[src/rtl/sr_latch_ctrl.sv]
// ---------------------------------------------------------------------------
// sr_latch_ctrl
//   Shares a bank of NLAT enable-gated SR latches between NREQ requesters.
//   A round-robin arbiter grants one SET/RESET request at a time and an FSM
//   sequences the target latch pins: SETUP (s/r driven), PULSE (en high for
//   PULSE_W cycles), HOLD (en low, s/r held), then acks the requester.
//   s and r are never both driven high on any latch.
//
// Ports
//   clk       in   1         system clock, rising edge
//   rst       in   1         asynchronous reset, active-low
//   req       in   NREQ      level request per requester, held until ack
//   cmd       in   NREQ      per requester: 1 = SET, 0 = RESET
//   idx       in   NREQ*IW   per requester latch index, requester k at [k*IW +: IW]
//   ack       out  NREQ      one-cycle completion pulse to the granted requester
//   err       out  1         pulses with ack when the captured index is >= NLAT
//   latch_s   out  NLAT      s pin per latch
//   latch_r   out  NLAT      r pin per latch
//   latch_en  out  NLAT      en pin per latch
//   busy      out  1         high whenever the FSM is not idle
//   mirror    out  NLAT      controller copy of each latch q
// ---------------------------------------------------------------------------
module sr_latch_ctrl #(
    parameter int unsigned NREQ    = 4,
    parameter int unsigned NLAT    = 8,
    parameter int unsigned IW      = 3,
    parameter int unsigned PULSE_W = 2
) (
    input  logic                 clk,
    input  logic                 rst,
    input  logic [NREQ-1:0]      req,
    input  logic [NREQ-1:0]      cmd,
    input  logic [NREQ*IW-1:0]   idx,
    output logic [NREQ-1:0]      ack,
    output logic                 err,
    output logic [NLAT-1:0]      latch_s,
    output logic [NLAT-1:0]      latch_r,
    output logic [NLAT-1:0]      latch_en,
    output logic                 busy,
    output logic [NLAT-1:0]      mirror
);

    localparam int unsigned RW = (NREQ > 1) ? $clog2(NREQ) : 1;
    localparam int unsigned CW = (PULSE_W > 1) ? $clog2(PULSE_W) : 1;

    typedef enum logic [1:0] {
        ST_IDLE  = 2'd0,
        ST_SETUP = 2'd1,
        ST_PULSE = 2'd2,
        ST_HOLD  = 2'd3
    } state_t;

    // FSM state
    state_t            r_state;
    state_t            w_state_nxt;

    // Arbiter and captured operation
    logic [RW-1:0]     r_ptr;
    logic [RW-1:0]     r_gnt;
    logic              r_cmd;
    logic [IW-1:0]     r_idx;
    logic              r_bad;
    logic [CW-1:0]     r_cnt;

    // Registered outputs
    logic [NREQ-1:0]   r_ack;
    logic              r_err;
    logic [NLAT-1:0]   r_latch_s;
    logic [NLAT-1:0]   r_latch_r;
    logic [NLAT-1:0]   r_latch_en;
    logic              r_busy;
    logic [NLAT-1:0]   r_mirror;

    // Combinational helpers
    logic [IW-1:0]     w_idx_arr [NREQ];
    logic [NREQ-1:0]   w_req_eff;
    logic              w_any;
    logic [RW-1:0]     w_gnt;
    logic              w_sel_cmd;
    logic [IW-1:0]     w_sel_idx;
    logic              w_op_cmd;
    logic [IW-1:0]     w_op_idx;
    logic [NLAT-1:0]   w_hit;
    logic [NREQ-1:0]   w_ack_nxt;
    logic              w_err_nxt;
    logic [NLAT-1:0]   w_s_nxt;
    logic [NLAT-1:0]   w_r_nxt;
    logic [NLAT-1:0]   w_en_nxt;
    logic              w_busy_nxt;

    // Unpack per-requester latch indices
    for (genvar g = 0; g < NREQ; g++) begin : g_idx
        assign w_idx_arr[g] = idx[g*IW +: IW];
    end

    // Round-robin pick: first request at or after r_ptr. The requester being
    // acked this cycle is masked so a held or re-raised req is not re-granted.
    always_comb begin
        w_req_eff = req & ~r_ack;
        w_any     = 1'b0;
        w_gnt     = '0;
        for (int unsigned i = 0; i < NREQ; i++) begin
            if (!w_any && w_req_eff[RW'((32'(r_ptr) + i) % NREQ)]) begin
                w_any = 1'b1;
                w_gnt = RW'((32'(r_ptr) + i) % NREQ);
            end
        end
    end

    assign w_sel_cmd = cmd[w_gnt];
    assign w_sel_idx = w_idx_arr[w_gnt];

    // Operation seen by the output logic: the fresh pick on the grant edge,
    // the captured one afterwards.
    assign w_op_cmd = (r_state == ST_IDLE) ? w_sel_cmd : r_cmd;
    assign w_op_idx = (r_state == ST_IDLE) ? w_sel_idx : r_idx;

    // One-hot target; all-zero for an out-of-range index
    always_comb begin
        w_hit = '0;
        for (int unsigned b = 0; b < NLAT; b++) begin
            w_hit[b] = (32'(w_op_idx) == b);
        end
    end

    // FSM state register
    always_ff @(posedge clk or negedge rst) begin
        if (!rst) begin
            r_state <= ST_IDLE;
        end else begin
            r_state <= w_state_nxt;
        end
    end

    // FSM next-state logic
    always_comb begin
        w_state_nxt = r_state;
        case (r_state)
            ST_IDLE:  if (w_any) w_state_nxt = ST_SETUP;
            ST_SETUP: w_state_nxt = ST_PULSE;
            ST_PULSE: if (r_cnt == '0) w_state_nxt = ST_HOLD;
            ST_HOLD:  w_state_nxt = ST_IDLE;
            default:  w_state_nxt = ST_IDLE;
        endcase
    end

    // FSM output logic: next values of the registered outputs, keyed on the
    // state being entered so pins line up with the state they belong to.
    always_comb begin
        w_busy_nxt = (w_state_nxt != ST_IDLE);
        w_s_nxt    = '0;
        w_r_nxt    = '0;
        w_en_nxt   = '0;
        w_ack_nxt  = '0;
        w_err_nxt  = 1'b0;
        if (w_busy_nxt) begin
            w_s_nxt = w_op_cmd ? w_hit : '0;
            w_r_nxt = w_op_cmd ? '0 : w_hit;
            if (w_state_nxt == ST_PULSE) begin
                w_en_nxt = w_hit;
            end
        end
        if (r_state == ST_HOLD) begin
            w_ack_nxt[r_gnt] = 1'b1;
            w_err_nxt        = r_bad;
        end
    end

    // Grant capture, rr pointer and pulse-width counter
    always_ff @(posedge clk or negedge rst) begin
        if (!rst) begin
            r_ptr <= '0;
            r_gnt <= '0;
            r_cmd <= 1'b0;
            r_idx <= '0;
            r_bad <= 1'b0;
            r_cnt <= '0;
        end else begin
            if (r_state == ST_IDLE && w_any) begin
                r_gnt <= w_gnt;
                r_cmd <= w_sel_cmd;
                r_idx <= w_sel_idx;
                r_bad <= (32'(w_sel_idx) >= NLAT);
                r_ptr <= RW'((32'(w_gnt) + 32'd1) % NREQ);
            end
            if (r_state == ST_SETUP) begin
                r_cnt <= CW'(PULSE_W - 1);
            end else if (r_state == ST_PULSE && r_cnt != '0) begin
                r_cnt <= r_cnt - CW'(1);
            end
        end
    end

    // Output registers
    always_ff @(posedge clk or negedge rst) begin
        if (!rst) begin
            r_ack      <= '0;
            r_err      <= 1'b0;
            r_latch_s  <= '0;
            r_latch_r  <= '0;
            r_latch_en <= '0;
            r_busy     <= 1'b0;
        end else begin
            r_ack      <= w_ack_nxt;
            r_err      <= w_err_nxt;
            r_latch_s  <= w_s_nxt;
            r_latch_r  <= w_r_nxt;
            r_latch_en <= w_en_nxt;
            r_busy     <= w_busy_nxt;
        end
    end

    // Mirror commits on HOLD exit, becoming visible together with ack.
    // In HOLD w_hit decodes the captured index.
    always_ff @(posedge clk or negedge rst) begin
        if (!rst) begin
            r_mirror <= '0;
        end else if (r_state == ST_HOLD && !r_bad) begin
            r_mirror <= (r_mirror & ~w_hit) | (r_cmd ? w_hit : '0);
        end
    end

    assign ack      = r_ack;
    assign err      = r_err;
    assign latch_s  = r_latch_s;
    assign latch_r  = r_latch_r;
    assign latch_en = r_latch_en;
    assign busy     = r_busy;
    assign mirror   = r_mirror;

`ifndef SYNTHESIS
    // Pin-level safety properties
    a_no_sr_overlap: assert property (@(posedge clk) disable iff (!rst)
        (latch_s & latch_r) == '0);
    a_single_target: assert property (@(posedge clk) disable iff (!rst)
        $onehot0(latch_s | latch_r));
    a_en_with_data: assert property (@(posedge clk) disable iff (!rst)
        (latch_en & ~(latch_s | latch_r)) == '0);
    a_ack_onehot: assert property (@(posedge clk) disable iff (!rst)
        $onehot0(ack));
    a_err_with_ack: assert property (@(posedge clk) disable iff (!rst)
        err |-> (ack != '0));
`endif

endmodule

[config.mk]
export PLATFORM = sky130hd
export DESIGN_NAME = sr_latch_ctrl
export DESIGN_NICKNAME = d
export VERILOG_FILES = /design/src/rtl/sr_latch_ctrl.sv
export SDC_FILE = /design/constraint.sdc
export NUM_CORES = 1
export LEC_CHECK = 0
export BUFFER_PORTS_ARGS = -buffer_cell sky130_fd_sc_hd__buf_2
export CAP_MARGIN = 20
export CORE_MARGIN = 10
export CORE_UTILIZATION = 35
export DETAILED_ROUTE_END_ITERATION = 8
export GPL_TIMING_DRIVEN = 0
export HOLD_SLACK_MARGIN = 0.05
export SYNTH_ARGS = -nofsm -noshare
export SYNTH_HDL_FRONTEND = slang
export SYNTH_SLANG_ARGS = --single-unit
[constraint.sdc]
create_clock -name clk -period 2.3 [get_ports clk]
set_input_delay 0.46 -clock clk [delete_from_list [all_inputs] [get_ports clk]]
set_output_delay 0.46 -clock clk [all_outputs]
set_load 0.05 [all_outputs]
## Yosys cells after proc, flatten, opt, wreduce, memory -nomap -nowiden

Index checks and enable logic that the tools add are counted.

| storage, ports and cells | value |
|---|---|
| register bits | 48 |
| bits in latches | 0 |
| RAM bits | 0 |
| memory bits (read-only) | 0 |
| output and inout port bits | 38 |
| logic and storage cells | 93 |
| memories kept | 0 |

| operators by class | value |
|---|---|
| add/subtract/negate cells | 5 |
| multiply operators | 0 |
| div/mod/pow operators | 0 |
| magnitude comparators | 8 |
| eq/ne operators | 11 |
| shift-type cells | 0 |
| muxes and demuxes | 38 |
| bitwise operators | 6 |
| reduce and logical (&&, ||, !) cells | 13 |

Operators by type and width:

| kind | count |
|---|---|
| $mux 8 | 7 |
| $lt 2x3->1 const B | 6 |
| $mux 1 | 13 |
| $eq 3x3->1 const B | 4 |
| $mux 2 | 6 |
| $bmux 1 s2 | 5 |
| $mux 3 | 3 |
| $and 8x8->8 | 1 |
| $not 8->8 | 1 |
| $or 8x8->8 | 1 |
| $pmux 2 s4 | 1 |
| $bmux 3 s2 | 1 |
| $eq 2x2->1 const B | 3 |
| $eq 3x2->1 const B | 2 |
| $logic_and 1x1->1 | 6 |
| $add 2x1->2 const B | 2 |
| $add 2x2->2 const B | 2 |
| $and 4x4->4 | 1 |
| $mux 4 | 1 |
| $not 4->4 | 1 |
| $reduce_bool 2->1 | 2 |
| $eq 3x1->1 const B | 1 |
| $ge 3x3->1 const B | 1 |
| $logic_not 1->1 | 3 |
| 7 further kinds | 7 |

## Depth between registers and ports, before layout

| logic depth | value |
|---|---|
| depth after elaboration | 23 |
| depth in mapped cells | 9 |

## Worst setup path before layout

OpenSTA, ideal clock, no wires.

| path | value |
|---|---|
| path type | register -> register |
| start point | reg r_ack[0], in the netlist ack[0] |
| end point | reg (tool-made name) |
| arrival | 2.422 ns |
| setup slack | -0.250 ns |
| stages on the path, launching flop included | 8 |
| cells stage by stage | dfrtp_1 -> nand3b_1 -> a311oi_4 -> nor2_2 -> o32a_1 -> mux2_2 -> o32ai_1 -> mux2_1 |

RTL lines:

| item | RTL line | RTL |
|---|---|---|
| start: declaration | 66 | `logic [NREQ-1:0] r_ack;` |
| start signal: assignment | 204 | `r_ack <= w_ack_nxt;` |

==> impl_metrics.toml <==
[synth]
synth-seq-cells = 48
synth_top_area_share_pct = 47.7
yosysSeqAreaShare_pct = 47.7
syn-cell-area_um2 = 2520
yosysWarnings = 0
yosysUniqueCellTypes = 52
syn_area_per_cell_um2 = 10.6
synth_area_leader_cell = "dfrtp_1"
synth_commonest_cells = "48 x dfrtp_1, 22 x nand2_1, 20 x nor2_1"
synth_cells = 238
synth_area_leaders = "dfrtp_1 48%, mux2i_1 4.4%, nand2_1 3.3%, mux2_1 3.1%, nor2_1 3.0%"
synthesis.nets = 265
async_reset_ff_share_pct = 100
synth_edf_count = 0
synth_ff_type = "dfrtp_1"
synth_most_common_cell = "dfrtp_1"

[detailed_routing]
vias_per_cell = 4.98
drc = 0
drtAntennaViolNets = 0
dr_total_vias = 2091
drt_pass1_iterations = 4
avgRoutedWirePerCell_um = 16.8
first_iter_violations = 92
routed_wl_um = 7040

[finish]
area_growth_pct = 45.5
nets = 350
num-fill-cells = 630
drive_gt1_share_pct = 48.1
diodes = 0
fin_cells = 420

[global_routing]
first_global_vias = 2118
grt_max_degree = 49
gr-total-overflow = 0
grt_pass1_wl_um = 10600
antenna_found_initial = 0
grt_usage_pct = 11.6

[sta]
final_hold_viol_count = 0
drv_slew = 0
whs_ps = 494
setup_viol = 28
fin_crit_ps = 2490
worstMarginPinSlew_ps = 588
rsz0062_at_grt = "true"
fin_skew_ps = 9.06
slew_headroom_pct = 60.8
fmax_ghz = 0.402
setup-tns-final_ps = -2270
setup_ws_ps = -187
post-route-period-util_pct = 108

[critical_path]
max_stage_delay_ps = 590
critPathKind = "register to register"
slowest_stage = "or4b_4"
crit_fanout = 5
crit_required_ps = 2480
startpoint_type = "register"
crit_chain = "or4b_4 -> buf_4 -> nand3_1 -> a21oi_2 -> a211oi_4 -> buf_6 -> o21bai_4 -> o22ai_1 -> mux2_2"
critical_path.endpoint_type = "register"
critical_path_arrival_ps = 2670

[die]
die_h_um = 105
initial_core_util_pct = 36.4
die-area_um2 = 11000
core-area_um2 = 6910
row_count = 30
ioPinCount = 60
die_w_um = 105

[placement]
placedCellCount = 392
port_buffers = 58
place.gp.congestion = 0.810
hpwlAfterDp_um = 5010

[status]
status = "complete, but fails checks"
violations = "negative setup slack"

[flow_run]
drv_cap = 0

[cts]
cts_tree = "built"
cts-root-buf = "clkbuf_8"
clock_sink_count = 48
worstSkewPairLatency_ps = 290
clk_path_buf_depth = 2
cts_buffers = 5
h-tree-depth = 2
cts.clk_slew.worst_paths_ps = 90

[hold_path]
hold_class = "register to register"

[pwr]
ir_drop_mv = 0.695
p_leak_nw = 1.67
p_per_area_nw_per_um2 = 1530
==> layout by cell type, fill, tap and decap left out, types with 3 or more instances in the layout <==
master and n:
buf_2 58, dfrtp_1 44, nand2_1 21, nor2_1 19
buf_4 13, inv_1 10, nor2b_1 7, nand2b_1 6
buf_6 6, clkbuf_8 6, o32ai_4 5, mux2_1 5
mux2i_2 5, and2_1 5, ha_1 5, mux2i_1 4
a21oi_2 4, o21ai_4 4, buf_12 4, or3b_2 4
mux2_4 4, mux2_2 4, o21ai_0 4, a211oi_1 4
dfrtp_2 4, clkbuf_1 3, a32oi_1 3, o22ai_4 3
nor2b_4 3
==> report_power, final <==
group | internal (mW) | leakage (nW) | switching [mW]
Clock | 0.240 | 0.0510 | 0.266
Combinational | 1.44 | 0.994 | 2.31
Sequential | 1.14 | 0.627 | 0.194
Total | 2.83 | 1.67 | 2.77
==> cells by family after synthesis <==
family | synth area share [%]
AO/OA/AOI/OAI | 16.6
adder cells (fa/ha/maj) | 2.49
buffers and inverters | 3.78
flip-flops | 47.7
multiplexers | 10.2
other | 0.149
AND/OR/NAND/NOR | 19.0
==> through the flow <==
step,util [%],power (mW),cell area (µm²),setup slack (ps)
finish,53.0,5.60,3660,-187
global route,53.0,5.94,3660,-260
CTS,47.2,4.88,3260,-149
detailed placement,43.2,4.10,2990,-412
global placement,43.2,4.06,2990,-357
floorplan,-,3.42,2580,-101
==> cell type report <==
cell class	count	area (µm²)	share of cell area (%)
multi-input cells	171	1620	44.2
inverters	10	37.5	1.03
clock buffers	6	82.6	2.26
plain buffers	8	65.1	1.78
repair buffers	79	520	14.2
flip-flops and latches	48	1210	33.0
well taps	96	120	3.28
clock inverters	2	10.0	0.274
==> path summary, 6_finish.rpt <==
check                                             end  depth (start not counted)  slack, ps      from
max reg2reg                                  register                          9       -190  r_ptr[0]
min in group asynchronous                      ack[2]                          2        550       rst
min reg2reg                                  register                          1        490  register
min                                          register                          1        490  register
max                                          register                          9       -190  r_ptr[0]
max in group asynchronous  asynchronous set/reset pin                          3       1270       rst
==> metal layers <==
metal	wire [µm]	up-vias	share of wire, %	track usage [%]
met5	0	-	0	0
met1	3100	1030	44	14.3
li1	-	1013	-	-
met4	23	0	0.33	3.63
met3	275	2	3.9	2.95
met2	3640	46	52	19.3
==> what timing repair did <==
item,in CTS,in global routing
resized for setup,21,48
setup buffers,6,13
pin swaps,5,14
endpoints found under the hold margin,0,8
hold buffers,0,1
gates cloned,0,1
setup endpoints to repair,32,32
==> critical path, delay by kind of cell, from the launching register on <==
kind            cells  cell delay, ps
compound gates      4             580
mux                 1             360
simple gates        2             680
flops               1             410
buf+inv             2             350
Note: power is estimated with default switching activity, not from simulation.
